File: src/rtl/kinematics_pkg.sv
// kinematics_pkg: shared angle format, CORDIC constants and FSM states for the kinematics blocks
package kinematics_pkg;
  localparam int ANGLE_W = 13;
  localparam int PI_CODE = 4096;
  localparam int ACC_ANGLE_W = 18;
  localparam logic [15:0] CORDIC_GAIN = 16'd39797;
  localparam logic signed [ACC_ANGLE_W-1:0] ATAN_LUT [16] = '{
    18'sd32768, 18'sd19344, 18'sd10221, 18'sd5188, 18'sd2604, 18'sd1303, 18'sd652, 18'sd326,
    18'sd163, 18'sd81, 18'sd41, 18'sd20, 18'sd10, 18'sd5, 18'sd3, 18'sd1
  };
  typedef enum logic [2:0] {IDLE, LOAD1, ROT1, LOAD2, ROT2, SUM} state_t;
endpackage

File: src/rtl/forward_kinematics_cordic_rotator.sv
// cordic_rotator: iterative CORDIC rotation engine, one micro-rotation per cycle after start
module cordic_rotator
  import kinematics_pkg::*;
#(
  parameter int ITERATIONS = 14,
  parameter int XW = 25
) (
  input  logic                          clk,
  input  logic                          reset,
  input  logic                          start,
  input  logic signed [XW-1:0]          x0,
  input  logic signed [XW-1:0]          y0,
  input  logic signed [ACC_ANGLE_W-1:0] z0,
  output logic signed [XW-1:0]          x,
  output logic signed [XW-1:0]          y,
  output logic                          done
);
  logic signed [ACC_ANGLE_W-1:0] z;
  logic [3:0] i;
  logic run;
  logic neg;
  logic signed [XW-1:0] xs, ys;
  assign neg = z[ACC_ANGLE_W-1];
  assign xs = x >>> i;
  assign ys = y >>> i;
  assign done = run && i == 4'(ITERATIONS - 1);
  // load on start, then rotate toward z = 0 for ITERATIONS cycles
  always_ff @(posedge clk or negedge reset) begin
    if (!reset) begin
      x <= '0;
      y <= '0;
      z <= '0;
      i <= '0;
      run <= 1'b0;
    end else if (start) begin
      x <= x0;
      y <= y0;
      z <= z0;
      i <= '0;
      run <= 1'b1;
    end else if (run) begin
      x <= neg ? x + ys : x - ys;
      y <= neg ? y - xs : y + xs;
      z <= neg ? z + ATAN_LUT[i] : z - ATAN_LUT[i];
      i <= i + 4'd1;
      run <= !done;
    end
  end
endmodule

File: src/rtl/forward_kinematics.sv
// forward_kinematics: two-link planar FK using one shared CORDIC engine, sign-magnitude output
module forward_kinematics
  import kinematics_pkg::*;
#(
  parameter int ITERATIONS = 14,
  parameter int FRAC_BITS = 8
) (
  input  logic                      clk,
  input  logic                      reset,
  input  logic                      enable,
  input  logic signed [ANGLE_W-1:0] th1,
  input  logic signed [ANGLE_W-1:0] th2,
  input  logic [ANGLE_W-1:0]        l1,
  input  logic [ANGLE_W-1:0]        l2,
  output logic [13:0]               xPos,
  output logic [13:0]               yPos,
  output logic                      busy,
  output logic                      dataReady
);
  localparam int XW = 15 + FRAC_BITS + 2;
  localparam logic [ACC_ANGLE_W-1:0] PI_ACC = ACC_ANGLE_W'(PI_CODE) << (ACC_ANGLE_W - ANGLE_W);
  localparam logic signed [XW-1:0] RND = XW'(1 << (FRAC_BITS - 1));
  state_t state, next;
  logic signed [ANGLE_W-1:0] th1_r, th2_r, ang;
  logic [ANGLE_W-1:0] l1_r, l2_r, len;
  logic signed [XW-1:0] acc_x, acc_y, x_len, x0, rx, ry, sx, sy;
  logic signed [ACC_ANGLE_W-1:0] z0;
  logic far, start, done;
  function automatic logic [13:0] to_sm(input logic signed [XW-1:0] v);
    logic [XW-1:0] m;
    m = v[XW-1] ? -v : v;
    return {v[XW-1], m > XW'(8191) ? 13'd8191 : m[12:0]};
  endfunction
  cordic_rotator #(.ITERATIONS(ITERATIONS), .XW(XW)) u_rot (
    .clk(clk),
    .reset(reset),
    .start(start),
    .x0(x0),
    .y0('0),
    .z0(z0),
    .x(rx),
    .y(ry),
    .done(done)
  );
  // state register
  always_ff @(posedge clk or negedge reset) begin
    if (!reset) state <= IDLE;
    else state <= next;
  end
  // next-state: each link runs until the rotator reports its last iteration
  always_comb begin
    next = state == IDLE  ? (enable ? LOAD1 : IDLE) :
           state == LOAD1 ? ROT1 :
           state == ROT1  ? (done ? LOAD2 : ROT1) :
           state == LOAD2 ? ROT2 :
           state == ROT2  ? (done ? SUM : ROT2) : IDLE;
  end
  // engine kick-off in both load states
  always_comb begin
    start = state == LOAD1 || state == LOAD2;
  end
  // link operands with gain pre-compensation, quadrant folding and final rounded sum
  always_comb begin
    ang = state == LOAD1 ? th1_r : th1_r + th2_r;
    len = state == LOAD1 ? l1_r : l2_r;
    far = ang > 13'sd2048 || ang < -13'sd2048;
    x_len = XW'((({16'b0, len} * {13'b0, CORDIC_GAIN}) + (29'(1) << (15 - FRAC_BITS))) >> (16 - FRAC_BITS));
    x0 = far ? -x_len : x_len;
    z0 = far ? {ang, 5'b0} - PI_ACC : {ang, 5'b0};
    sx = (acc_x + rx + RND) >>> FRAC_BITS;
    sy = (acc_y + ry + RND) >>> FRAC_BITS;
  end
  // operand capture, link-1 accumulation and result registers
  always_ff @(posedge clk or negedge reset) begin
    if (!reset) begin
      th1_r <= '0;
      th2_r <= '0;
      l1_r <= '0;
      l2_r <= '0;
      acc_x <= '0;
      acc_y <= '0;
      xPos <= '0;
      yPos <= '0;
      busy <= 1'b0;
      dataReady <= 1'b0;
    end else begin
      dataReady <= state == SUM;
      if (state == IDLE && enable) begin
        th1_r <= th1;
        th2_r <= th2;
        l1_r <= l1;
        l2_r <= l2;
        busy <= 1'b1;
      end
      if (state == LOAD2) begin
        acc_x <= rx;
        acc_y <= ry;
      end
      if (state == SUM) begin
        xPos <= to_sm(sx);
        yPos <= to_sm(sy);
        busy <= 1'b0;
      end
    end
  end
endmodule

File: config.mk
export PLATFORM = sky130hd
export DESIGN_NAME = forward_kinematics
export DESIGN_NICKNAME = d
export VERILOG_FILES = /design/src/rtl/kinematics_pkg.sv /design/src/rtl/forward_kinematics_cordic_rotator.sv /design/src/rtl/forward_kinematics.sv
export SDC_FILE = /design/constraint.sdc
export NUM_CORES = 1
export LEC_CHECK = 0
export CAP_MARGIN = 20
export CORE_UTILIZATION = 40
export DETAILED_ROUTE_END_ITERATION = 10
export GPL_TIMING_DRIVEN = 0
export SYNTH_ARGS = -nofsm -noshare
export SYNTH_HDL_FRONTEND = slang
export SYNTH_SLANG_ARGS = --single-unit
File: constraint.sdc
create_clock -name clk -period 7.6 [get_ports clk]
set_input_delay 1.52 -clock clk [delete_from_list [all_inputs] [get_ports clk]]
set_output_delay 1.52 -clock clk [all_outputs]
set_load 0.02 [all_outputs]
# After elaboration in Yosys (flattened, before gate mapping)
# Memory sizes are Yosys's and may differ from the RTL's.
# Index checks and enable logic that the tools add are counted.
# word_totals
ff_bits	208
rom_bits	288
input_bits	55
output_inout_bits	30
word_cells	90
n_memories	1
# classes
addsub	17
n_mul	1
n_lt_le_gt_ge	5
eq_ne	6
shifts	2
n_mux	33
bitwise_logic	1
n_reduce_logical	8
# mem_list
name	words	word_bits	read_ports	rd_clocked_by_memory_dff	wr	line	source
(no name shown)	16	18	1	0	0	forward_kinematics_cordic_rotator.sv:44	z <= neg ? z + ATAN_LUT[i] : z - ATAN_LUT[i];
# ops
operator	count
$mux W25	9
$mux W18	6
$add A25 B25 Y25	4
$mux W13	4
$add A25 B9 Y25 const B	2
$gt A25 B13 Y1 const B	2
$neg A17 Y25	2
$sshr A25 B4 Y25	2
$sub A25 B25 Y25	2
$add A29 B8 Y29 const B	1
$mul A13 B16 Y29 const B	1
$neg A21 Y25	1
$add A18 B18 Y18	1
$sub A18 B18 Y18	1
$sub A18 B18 Y18 const B	1
$mux W3	5
$add A13 B13 Y13	1
$gt A13 B13 Y1 const B	1
$lt A13 B12 Y1 const B	1
$mux W4	2
$mux W1	7
$eq A3 B2 Y1 const B	2
$eq A3 B3 Y1 const B	2
$ge A5 B5 Y1 const B	1
9 further kinds	12

# Depth between registers and ports, before layout
# Gate-level depths: netlist (run 1).
# logic_depth
ltp_word	8
depth_mapped	33
ltp_nobuf	30

# Hierarchy
# From an unflattened synthesis (run 1), not the netlist that was laid out.
# hier_totals
cells_unflattened	2769
area_unflattened_um2	24913.9
# modules_own_cells
module	n_inst	cells_each	area_each_um2	seq_area_each_um2
forward_kinematics	1	1453	14000.9	3378.2
cordic_rotator	1	1316	10913.0	1826.8

# Least setup slack after synthesis (run 1)
# Ideal clock, no wire load.
# synth_path
kind	register to register
from	reg state[2]
to	reg u_rot.x[19]
setup_ps	131
arrival_time_ps	7649
t_required_ps	7469
slack_ps	-180
path_stages_with_launch	26
synth_period_minus_slack_ps	7780
path_cell_list	dfrtp_1 -> buf_4 -> nor3b_4 -> clkbuf_1 -> clkbuf_1 -> mux2_2 -> ha_1 -> fa_1 -> fa_1 -> fa_1 -> fa_1 -> ha_1 -> ha_1 -> nand2_1 -> nand2_1 -> a211o_1 -> o211a_4 -> or2_1 -> a21oi_2 -> mux2i_1 -> nand3_1 -> nor4_4 -> mux2_1 -> a2bb2oi_2 -> xor2_1 -> o21ai_1
# synth_via
elab_chain_len	7
# synth_lines
element	line	source
start, declared	forward_kinematics.sv:23	state_t state, next;
start signal, assigned	forward_kinematics.sv:48	else state <= next;
$eq A3 B1 Y1	forward_kinematics.sv:60, forward_kinematics.sv:64, forward_kinematics.sv:65	
$mux W13	forward_kinematics.sv:65	len = state == LOAD1 ? l1_r : l2_r;
$mul A13 B16 Y29	forward_kinematics.sv:67	x_len = XW'((({16'b0, len} * {13'b0, CORDIC_GAIN}) + (29'(1) << (15 - FRAC_BITS))) >> (16 - FRAC_BITS));
$add A29 B8 Y29	forward_kinematics.sv:67	
$neg A21 Y25	forward_kinematics.sv:68	x0 = far ? -x_len : x_len;
$mux W25	forward_kinematics.sv:68	
$mux W25	forward_kinematics_cordic_rotator.sv:35	end else if (start) begin
end signal, assigned	forward_kinematics_cordic_rotator.sv:42	x <= neg ? x + ys : x - ys;
end, declared	forward_kinematics_cordic_rotator.sv:14	output logic signed [XW-1:0] x,
# Several ways; a longest one is shown, not always the timed one.
# A chain may end at the register's enable or synchronous reset.

# Worst setup path in the final report (run 1)
# Ends and elaborated chain as after synthesis.

==> metrics, run 1 <==
status complete, no violations; die area 59100 um2; Detailed Route WL 68.0 mm; Synth area leader dfrtp_1; placed instance area 25100 um2; Crit-path slowest cell fa_1; Post-synth EDFFs 0; CP endpoint kind flop; Congestion Overflow GR 0; ys flop type dfrtp_1; drt initial violations 1199; vias post-DR 19579; Die X 243 um; dpl ws -1070 ps; RSZ-0062 raised after global routing true; CTS Buffer Depth 3; Avg Inst Size Synth 9.02 um2; post-route cell area 26600 um2; Routed wire per std cell 19.5 um; Yosys cell types 94; syn nets 2992; slew of the pin with the lowest slew margin 1030 ps; Max Cap Viol 0; PortBufs 84; DP HPWL 54.0 mm; Final WS setup 211 ps; vias in the first global route 19709; hold_buf cts 0; Post-synth top cells ha_1, nor2_1, nand2_1; Mapped Cells 2578; Critical Path Max Stage Delay 570 ps; antenna violations before repair 1; GPL Wtd Cong 0.955; worst skew pair latency 570 ps; I/O pin total 85; Ys Warns 0; area of the mapped netlist 23200 um2; clk_skew 19.6 ps; share of the synthesized area in the top cell type 22.4%; Hold Path Stages 2; kind of critical path reg -> reg; Highest Clock Rate 135 MHz; Final Util 46.7%; Die H 243 um; vias per std cell 5.63; fraction of registers with async set or reset after synthesis 100%; CTS tree built; largest net degree at the start of global routing 109; CTS H-tree depth 1; antenna viol nets, final 0; HP Class reg -> reg; Hold Violations, Final 0; R2R Path Start state[2]$_DFF_PN0_; CP startpoint state[2]$_DFF_PN0_; first-pass GRT wire length 108 mm; period utilisation layout 97.2%; startpoint type of the worst setup path flop; # setup viols final 0; core area 56900 um2; crit path DAT 7800 ps; Final Max Slew Viols 0; area grow syn2layout 14.4%; Sinks on Clock Net 208; GR Util All Layers 22.9%; Initial Utilization 40.8%; largest cells by area after synthesis dfrtp_1, ha_1, fa_1, mux2_2, xnor2_1; data required time at the worst endpoint 8010 ps; 1st-pass router iterations 6; drt drc 0; CP Max Fanout 8; R2R cell count 26; share of layout cells above drive strength 1 13.1%; Core Rows 87; clock slew at reported path FFs 60 ps; total CTS buffers 27; Antenna Cells 0; Slew HR 31.3%; register bit total from synthesis 208; cell with the most instances after synthesis ha_1; clk root buf clkbuf_16; sequential-to-total area share from yosys stat 22.4%; hold_sp acc_y[7]$_DFFE_PN0P_; Net count, final 3122; Min Clock Period, post-route 7390 ps
[metal layers]
metal | vias to the layer above | share of wire, % | routed length [um] | GRT usage, %
li1 | 9461 | - | - | -
met2 | 469 | 48 | 32900 | 40.0
met5 | - | 0 | 0 | 0
met1 | 9559 | 45 | 30500 | 30.0
met4 | 0 | 2.2 | 1480 | 5.09
met3 | 90 | 4.5 | 3080 | 2.84
[through the flow]
step	cells	TNS, ps	hold slack (ps)
2_1_floorplan	2578	0	449
3_3_place_gp	3418	-869880	464
3_5_place_dp	3419	-11230	471
4_1_cts	3476	-12.8	484
5_1_grt	3480	-75.0	496
6_report	3480	0	483
[cells by family after synthesis]
family          Yosys count  share of synthesized area [%]
mux                     245                           13.2
flops                   208                           22.4
fa+ha+maj               359                           21.9
simple gates            734                           15.1
xor+xnor                195                           7.38
compound gates          577                           15.6
buf+inv                 260                           4.50
[cell usage in the layout (no fill, tap or decap), types with 23 or more instances in the layout]
cell type,synthesis,final
nor2_1,239,236
o21ai_0,128,127
mux4_2,36,36
nor3_1,54,54
nand2b_1,23,23
mux2i_1,83,74
a21o_1,47,47
xor2_1,80,79
clkdlybuf4s50_1,0,83
a211oi_1,26,25
a21oi_1,179,174
buf_4,4,23
nor2b_1,41,41
inv_1,151,145
dfrtp_1,208,208
nand3_1,39,38
mux2_2,123,121
fa_1,79,78
clkbuf_1,66,65
o21a_1,23,23
xnor2_1,114,111
clkbuf_16,0,28
a31oi_1,43,39
ha_1,280,263
nand2_1,211,211
[worst paths after layout]
path                       slack, ps                 endpoint
setup / recovery                 210  u_rot.x[19]$_DFFE_PN0P_
hold / removal                   480     acc_y[7]$_DFFE_PN0P_
setup reg to reg                 210  u_rot.x[19]$_DFFE_PN0P_
hold reg to reg                  480     acc_y[7]$_DFFE_PN0P_
max in group asynchronous       5540     th1_r[3]$_DFFE_PN0P_
min in group asynchronous        980      xPos[5]$_DFFE_PN0P_
[final cells by class]
| cell class | instances | area, um2 |
|---|---|---|
| plain buffers | 104 | 493 |
| clock buffers | 38 | 777 |
| clock inverters | 7 | 138 |
| fillers | 5454 | 30300 |
| inverters | 151 | 574 |
| multi-input cells | 2110 | 17400 |
| flip-flops and latches | 208 | 5200 |
| well taps | 756 | 946 |
| repair buffers | 106 | 1050 |
[timing repair]
item,4_1_cts,5_1_grt
endpoints found under the setup margin,18,16
buffers inserted,12,8
gates cloned,0,1
resized for setup,38,53
pin swaps,4,15
[flip-flops by register name, summed over array words and instances (netlist names), 4 cells and up]
register	count
acc_x	25
acc_y	25
u_rot.x	25
u_rot.y	25
u_rot.z	18
xPos	14
yPos	14
l1_r	13
l2_r	13
th1_r	13
th2_r	13
u_rot.i	4
[critical path: cells and delay by family (launching register included)]
kind                       cells  cell delay, ps
muxes                          3            1030
AOI/OAI and AO/OA              5            1020
and+or+nand+nor                6            1210
DFF                            1             360
adders and majority gates      7            2830
xor gates and xnor gates       1             160
buffers and inverters          4             610
Power of run 1 is not shown: default switching activity piles up to over one toggle a cycle in this logic, so the estimate is an artifact.
==> run 2, diff against run 1 <==
Settings changed: CORE_MARGIN from default to 4, CORE_UTILIZATION 40 to 50, PLACE_DENSITY from default to 0.7.
==> run 2 against run 1 <==
Clock skew rose by 4.1 ps. Routed wire length fell by 1.6%. Worst hold slack got worse by 2.9 ps. Sequential cell count did not move.
==> metrics, run 2 (synthesis results as in run 1) <==
status complete, no violations; total CTS buffers 28 (+3.7%); CP startpoint state[2]$_DFF_PN0_; met3 global-route usage 4.15% (+1.3 points); GPL Wtd Cong 1.03 (+7.4%); antenna viol nets, final 0 (unchanged); period utilisation layout 97.5% (+0.29 points); crit path DAT 7850 ps (+50 ps); Net count, final 3122 (unchanged); end of the critical path u_rot.x[19]$_DFFE_PN0P_; Routed wire per std cell 20.1 um (+2.9%); drt initial violations 1436 (+20%); area grow syn2layout 14.1%; share of layout cells above drive strength 1 13.3% (+0.16 points); kind of critical path reg -> reg; R2R cell count 29 (+12%); Min Clock Period, post-route 7410 ps (+22.1 ps); R2R Path Start state[2]$_DFF_PN0_; commonest non-fill, non-tap cells in the layout ha_1, nor2_1, nand2_1, dfrtp_1, a21oi_1; die area 50000 um2 (-15%); PortBufs 84 (unchanged); worst skew pair latency 580 ps (about the same); Critical Path Max Stage Delay 550 ps (-20 ps); Max Cap Viol 0 (unchanged); most common cell after layout, fill and taps aside ha_1; vias per std cell 6.01 (+6.7%); Sinks on Clock Net 208 (unchanged); clock slew at reported path FFs 60 ps (about the same); Highest Clock Rate 135 MHz (-0.30%); DP HPWL 52.0 mm (-3.6%); Slew HR 32.4% (+1.1 points); 1st-pass router iterations 6 (unchanged); core area 45700 um2 (-20%); RSZ-0062 raised after global routing true; most crowded layer after global routing met2; vias post-DR 19991 (+2.1%); Initial Utilization 50.9% (+10 points); data required time at the worst endpoint 8040 ps (+30 ps); Crit path top cell by count fa_1; largest net degree at the start of global routing 110 (+0.92%); CP Max Fanout 8 (unchanged); antenna violations before repair 0 (-1); Crit-path slowest cell fa_1; drt drc 0 (unchanged); CP endpoint kind flop; slew of the pin with the lowest slew margin 1010 ps (-16.6 ps); cell family with most CP delay adder cells; r2r setup slk 190 ps (-20 ps); Die H 224 um (-8.0%); CTS Buffer Depth 3 (unchanged); grt met1 use 32.9% (+2.9 points); Core Rows 78 (-10%); clk root buf clkbuf_16; placed instance area 24900 um2 (-0.78%); worst reg2reg path endpoint u_rot.x[19]$_DFFE_PN0P_; Hold Violations, Final 0 (unchanged); WP depth 29 (+12%); number of buffers and inverters on the critical path 6 (+2); CTS H-tree depth 1 (unchanged); Detailed Route WL 66.9 mm (-1.6%); Congestion Overflow GR 0 (unchanged); vias in the first global route 20051 (+1.7%); first-pass GRT wire length 106 mm (-2.2%); CTS tree built; hold_buf cts 0 (unchanged); clk_skew 23.7 ps (+4.13 ps); # setup viols final 0 (unchanged); startpoint type of the worst setup path flop; I/O pin total 85 (unchanged); post-route cell area 26500 um2 (-0.34%); Antenna Cells 0 (unchanged); Die X 224 um (-8.0%); Final Max Slew Viols 0 (unchanged); Global Route met2 Usage 45.1% (+5.1 points); GR Util All Layers 25.9% (+3.0 points); HP Class reg -> reg
[run 2: cell count changes in the layout (fill, tap and decap cells not counted), sizes merged]
cell    before  now
bufinv       4    6
clkbuf      99  100
buf         66   65
inv        151  152
clkinv       2    4
[run 2: stage by stage]
step                TNS, ps  hold slack, ps  utilization (%)  setup slack [ps]  std cells
floorplan                 0             449                -              97.7       2578
global placement    -841510             463             54.4             -4060       3262
detailed placement    -9940             471             54.5             -1170       3263
CTS                       0             484             57.2              1.68       3319
global route           -209             513             58.0              -126       3329
finish                    0             480             58.0               188       3329
[run 2: cell type report]
type                       instances  area [um2]
buffer                           105         497
clock buffer                      39         813
clock inverter                    12         220
fill                            4003       19200
inverter                         151         572
multi-input combinational       2110       17400
sequential                       208        5200
tap                              600         751
timing repair buffer             104        1040
[run 2: worst min path at each step]
stage	to	start	depth (start not counted)	slack [ps]
after floorplan	acc_y[0]$_DFFE_PN0P_	acc_y[0]$_DFFE_PN0P_	2	450
after global placement	yPos[13]$_DFFE_PN0P_	yPos[13]$_DFFE_PN0P_	2	460
after detailed placement	acc_y[7]$_DFFE_PN0P_	acc_y[7]$_DFFE_PN0P_	2	470
after CTS	acc_y[7]$_DFFE_PN0P_	acc_y[7]$_DFFE_PN0P_	2	480
after global routing	acc_y[7]$_DFFE_PN0P_	acc_y[7]$_DFFE_PN0P_	2	510
final	acc_y[7]$_DFFE_PN0P_	acc_y[7]$_DFFE_PN0P_	2	480
[run 2: layer usage]
layer	routed length, um	vias to the layer above
met3	4310	148
met4	2330	0
met2	32600	642
met5	0	-
li1	-	9435
met1	27600	9766
[run 2: tightest hold or removal path: stages (launching register included)]
cell and delay, ps:
dfrtp_1 340, nand2_1 40, o21ai_0 60
[run 2: timing repair]
item / in CTS / in global routing
setup buffers: 5 / 13
gates resized for setup: 35 / 54
endpoints found under the setup margin: 17 / 13
cloned: 0 / 1
pin swaps: 5 / 12
Power of run 2 is left out for the same reason.
==> run 3, diff against run 2 <==
Settings changed: CTS_CLUSTER_SIZE from default to 30.
==> results of run 3 <==
Same layout as run 2: the final DEF is identical, and so are final timing and power.
Power of run 3 is left out for the same reason.
